==> config.mk <==
export PLATFORM = sky130hd
export DESIGN_NAME = kmeans_mulit_arb
export DESIGN_NICKNAME = d
export VERILOG_FILES = /design/src/rtl/kmeans_mulit_arb.sv
export SDC_FILE = /design/constraint.sdc
export NUM_CORES = 1
export LEC_CHECK = 0
export BUFFER_PORTS_ARGS = -buffer_cell sky130_fd_sc_hd__buf_4
export CAP_MARGIN = 30
export CORE_AREA = 4 4 92 94
export CTS_BUF_LIST = sky130_fd_sc_hd__clkbuf_4
export DETAILED_ROUTE_END_ITERATION = 10
export DIE_AREA = 0 0 96 98
export PLACE_DENSITY = 0.63
export RECOVER_POWER = 25
export SKIP_CTS_REPAIR_TIMING = 1
export SLEW_MARGIN = 0
export SYNTH_ARGS = -nofsm -noshare
export SYNTH_HDL_FRONTEND = slang
export SYNTH_SLANG_ARGS = --single-unit
==> constraint.sdc <==
create_clock -name mulit_clk -period 1.8 [get_ports mulit_clk]
set_input_delay 0.18 -clock mulit_clk [delete_from_list [all_inputs] [get_ports mulit_clk]]
set_output_delay 0.18 -clock mulit_clk [all_outputs]
set_load 0.02 [all_outputs]
==> src/rtl/kmeans_mulit_arb.sv <==
// Grants one requester per cycle onto a shared LAT-stage 16x16 multiplier; the response appears LAT cycles after the grant, with no back-pressure.
// KMEANS_MULIT_ARB_RR_EN selects round-robin arbitration; without it the lowest requesting index always wins.
module kmeans_mulit_arb #(
  parameter int NREQ = 4,
  parameter int IDW  = 2,
  parameter int LAT  = 4
) (
  input  logic               mulit_clk,
  input  logic               mulit_rst,
  input  logic               arb_en,
  input  logic [NREQ-1:0]    req_valid,
  input  logic [16*NREQ-1:0] req_a,
  input  logic [16*NREQ-1:0] req_b,
  output logic [NREQ-1:0]    req_ready,
  output logic [15:0]        mul_a,
  output logic [15:0]        mul_b,
  input  logic [31:0]        mul_out,
  output logic               rsp_valid,
  output logic [IDW-1:0]     rsp_id,
  output logic [31:0]        rsp_data,
  output logic               busy
);

  typedef struct packed {
    logic           vld;
    logic [IDW-1:0] id;
  } tag_t;

  tag_t            tag_q [LAT];
  logic [NREQ-1:0] req_act;
  logic [NREQ-1:0] cand;
  logic            grant_vld;
  logic [IDW-1:0]  grant_id;

  // Reset also masks requests so nothing is granted while the pipe is held clear.
  assign req_act = (arb_en && mulit_rst) ? req_valid : '0;

`ifdef KMEANS_MULIT_ARB_RR_EN
  logic [IDW-1:0]  rr_ptr;
  logic [NREQ-1:0] hi_req;

  // Requests above the last grant go first; if none, wrap to the lowest index.
  always_comb begin
    hi_req = '0;
    for (int i = 0; i < NREQ; i++) begin
      hi_req[i] = req_act[i] && (IDW'(i) > rr_ptr);
    end
    cand = (|hi_req) ? hi_req : req_act;
  end

  always_ff @(posedge mulit_clk or negedge mulit_rst) begin
    if (!mulit_rst) begin
      rr_ptr <= IDW'(NREQ - 1);
    end else if (grant_vld) begin
      rr_ptr <= grant_id;
    end
  end
`else
  assign cand = req_act;
`endif

  always_comb begin
    grant_vld = |cand;
    grant_id  = '0;
    for (int i = NREQ - 1; i >= 0; i--) begin
      if (cand[i]) grant_id = IDW'(i);
    end
  end

  always_comb begin
    req_ready = '0;
    mul_a     = '0;
    mul_b     = '0;
    for (int i = 0; i < NREQ; i++) begin
      if (grant_vld && (grant_id == IDW'(i))) begin
        req_ready[i] = 1'b1;
        mul_a        = req_a[16*i +: 16];
        mul_b        = req_b[16*i +: 16];
      end
    end
  end

  // Tag pipe mirrors the multiplier depth so the id lines up with mul_out.
  always_ff @(posedge mulit_clk or negedge mulit_rst) begin
    if (!mulit_rst) begin
      for (int s = 0; s < LAT; s++) tag_q[s] <= '0;
    end else begin
      tag_q[0] <= tag_t'{vld: grant_vld, id: grant_id};
      for (int s = 1; s < LAT; s++) tag_q[s] <= tag_q[s-1];
    end
  end

  always_comb begin
    busy = 1'b0;
    for (int s = 0; s < LAT; s++) busy = busy | tag_q[s].vld;
  end

  assign rsp_valid = tag_q[LAT-1].vld;
  assign rsp_id    = tag_q[LAT-1].id;
  assign rsp_data  = mul_out;

endmodule
==> impl_metrics.toml <==
[global_routing]
grt_usage_pct = 12.85
met2_usage_pct = 24.00
grt_use_met1_pct = 14.13
grt_pass1_wl_mm = 9.735
overflow = 0
grt_antenna_before_repair = 0
grt_max_degree = 71
gr-usage-met3_pct = 2.619
busiest_layer = "met2"
grt_pass1_vias = 1946

[min_path]
min_to = "tag_q[10]$_DFF_PN0_"
hold_class = "primary input to register"
hold_path_startpoint = "req_valid[0]"
whs_path_depth = 2

[detailed_routing]
drc = 0
vias_per_cell = 4.939
antenna_left = 0
routedWlPerCell_um = 16.54
wl_mm = 6.748
vias = 2015
drt_iter0_markers = 46
firstDrtPassIters = 4

[sta]
drv_slew = 0
fmax_ghz = 0.6331
fin_skew_ns = 0.003230
setup_viol = 0
max_slew_margin_pct = 55.36
period_needed_ns = 1.579
min_period_over_period_pct = 87.75
hold_ws_ns = 0.1310
rsz0062_at_grt = "false"
hold_viol_final = 0
tightest_slew_ns = 0.6695
setup_tns_ns = 0

[worst_setup_path]
cp_common_cell = "buf_4"
crit_chain = "buf_4, nor2b_4, buf_12, a221o_1, a32o_1, buf_4"
rr_worst_depth = 0
critPathCaptureType = "output port"
crit_family = "compound AO/OA/AOI/OAI gates"
timing.rr.start = "tag_q[5]$_DFF_PN0_"
cp.required_ns = 1.62
slowest_delay_ns = 0.35
cpMaxStageDelayCell = "a221o_1"
critical_path_buf_inv_count = 3
path_max_fanout = 34
critPathKind = "primary input to output port"
r2r_end = "rsp_valid$_DFF_PN0_"
critPathLaunchType = "primary input"
rrSetupSlack_ns = 1.31
crit_arrival_ns = 1.40

[final_layout]
drive_above_1_share_pct = 60.78
num_antenna_cells = 0
nNetsFinal = 475
num-fill-cells = 795
area_growth_pct = 70.86
final_util_pct = 36.26

[logic_synthesis]
synth_xor_area_share_pct = 0
syn_inst = 178
ys_seq_area_share_pct = 18.50
synth.area.mux_share_pct = 0
ys_types = 19
synth-simple-area-share_pct = 16.81
synth_compound_area_share_pct = 40.25
ys_seq_elements = 12
synthesis.area_sq_um = 1623
avgSynthCellArea_sq_um = 9.117
synthAdderAreaFrac_pct = 0
synth_top_family_by_area = "compound AO/OA/AOI/OAI gates"
ys_warn_count = 0
synth.net_count = 345

[power_and_ir_drop]
power.leakage_nw = 1.345
peakVddDrop_v = 0.0001802
power_density_nw_per_um2 = 363.7

[placement]
io_buffers = 174
routabilityCongestion = 0.8037
hpwl_mm = 5.397

[clocking]
numCtsBuffers = 3
clk_latency_ns = 0.26
clkTransAtPathRegs_ns = 0.06
tritoncts = "built"
root_buffer = "clkbuf_4"
cts_max_level = 1
cts_sinks = 12
cts_buffer_depth = 2

[die]
core_area_sq_um = 7647
die_h_um = 98
fp.dieArea_sq_um = 9408
fp.dieW_um = 96
io_pins = 239
initial_core_util_pct = 21.22
row_count = 32

[run]
maxCapViolCount = 0

[outcome]
status = "complete, no violations"
## routing by layer
layer / part of all wire (%) / wire (um)
met5: 0 / 0
met1: 36 / 2457
met3: 9.4 / 637
met4: 2.3 / 155
met2: 52 / 3498
## cells in the final DEF, fill, tap and decap left out
| cell type | synthesis | final |
|---|---|---|
| a21oi_1 | 1 | 1 |
| a221o_1 | 32 | 32 |
| a32o_1 | 32 | 32 |
| and2_1 | 1 | 1 |
| and3_1 | 1 | 1 |
| buf_12 | 0 | 2 |
| buf_4 | 34 | 179 |
| clkbuf_4 | 0 | 3 |
| dfrtp_1 | 12 | 12 |
| dlygate4sd3_1 | 0 | 1 |
| nand2_1 | 1 | 1 |
| nand2b_1 | 32 | 32 |
| nor2_1 | 3 | 2 |
| nor2_2 | 0 | 1 |
| nor2b_4 | 1 | 1 |
| nor4_1 | 1 | 1 |
| nor4b_1 | 2 | 2 |
| o21a_1 | 1 | 1 |
| or4_1 | 1 | 1 |
## through the flow
stage	instances	total power [mW]	worst slack [ns]	instance area, sq um
after floorplan	178	0.6420	0.2579	1623
after global routing	408	1.076	0.1615	2773
after detailed placement	404	0.8660	0.1971	2740
after CTS	407	1.023	0.1934	2763
final	408	1.009	0.2205	2773
after global placement	404	0.8611	0.2109	2740
## where the power goes
part           total (mW)  internal, mW  leakage, nW  switching, mW
combinational       0.575         0.342         1.17          0.233
sequential          0.283         0.279        0.162        0.00328
clock               0.151        0.0771       0.0138         0.0738
## flip-flops by register name, summed over array words and instances, names as in the netlist
name and count:
tag_q 9, rsp_id 2, rsp_valid 1
## worst max-delay path by stage
stage / start / end / slack [ns] / cells after the start
2_1_floorplan: req_valid[2] / req_ready[3] / 0.26 / 5
3_3_place_gp: req_valid[2] / mul_a[9] / 0.21 / 6
3_5_place_dp: req_valid[2] / mul_a[12] / 0.20 / 6
4_1_cts: req_valid[2] / mul_a[12] / 0.19 / 6
5_1_grt: req_valid[2] / mul_a[12] / 0.16 / 6
6_report: req_valid[2] / mul_a[12] / 0.22 / 6
## cell usage after synthesis
cell type | n | share of area (%)
buf_4 | 34 | 16
a221o_1 | 32 | 20
a32o_1 | 32 | 20
nand2b_1 | 32 | 12
clkbuf_1 | 13 | 3.0
dfrtp_1 | 12 | 19
buf_2 | 5 | 1.5
buf_8 | 3 | 2.8
nor2_1 | 3 | 0.69
buf_6 | 2 | 1.4
nor4b_1 | 2 | 1.1
a21oi_1 | 1 | 0.31
and2_1 | 1 | 0.39
and3_1 | 1 | 0.39
nand2_1 | 1 | 0.23
nor2b_4 | 1 | 0.85
nor4_1 | 1 | 0.39
o21a_1 | 1 | 0.46
or4_1 | 1 | 0.46
## cells by family after synthesis
family,count (synthesis)
flops,12
compound gates,66
buf+inv,57
simple gates,43
## cell type report
| cell class | instances | area, sq um | area share, % |
|---|---|---|---|
| Clock buffer | 3 | 22.52 | 0.8123 |
| Multi-Input combinational cell | 109 | 928.4 | 33.48 |
| Sequential cell | 12 | 300.3 | 10.83 |
| Tap cell | 102 | 127.6 | 4.603 |
| Timing Repair Buffer | 182 | 1394 | 50.27 |
Power figures use the tool's default switching activity.
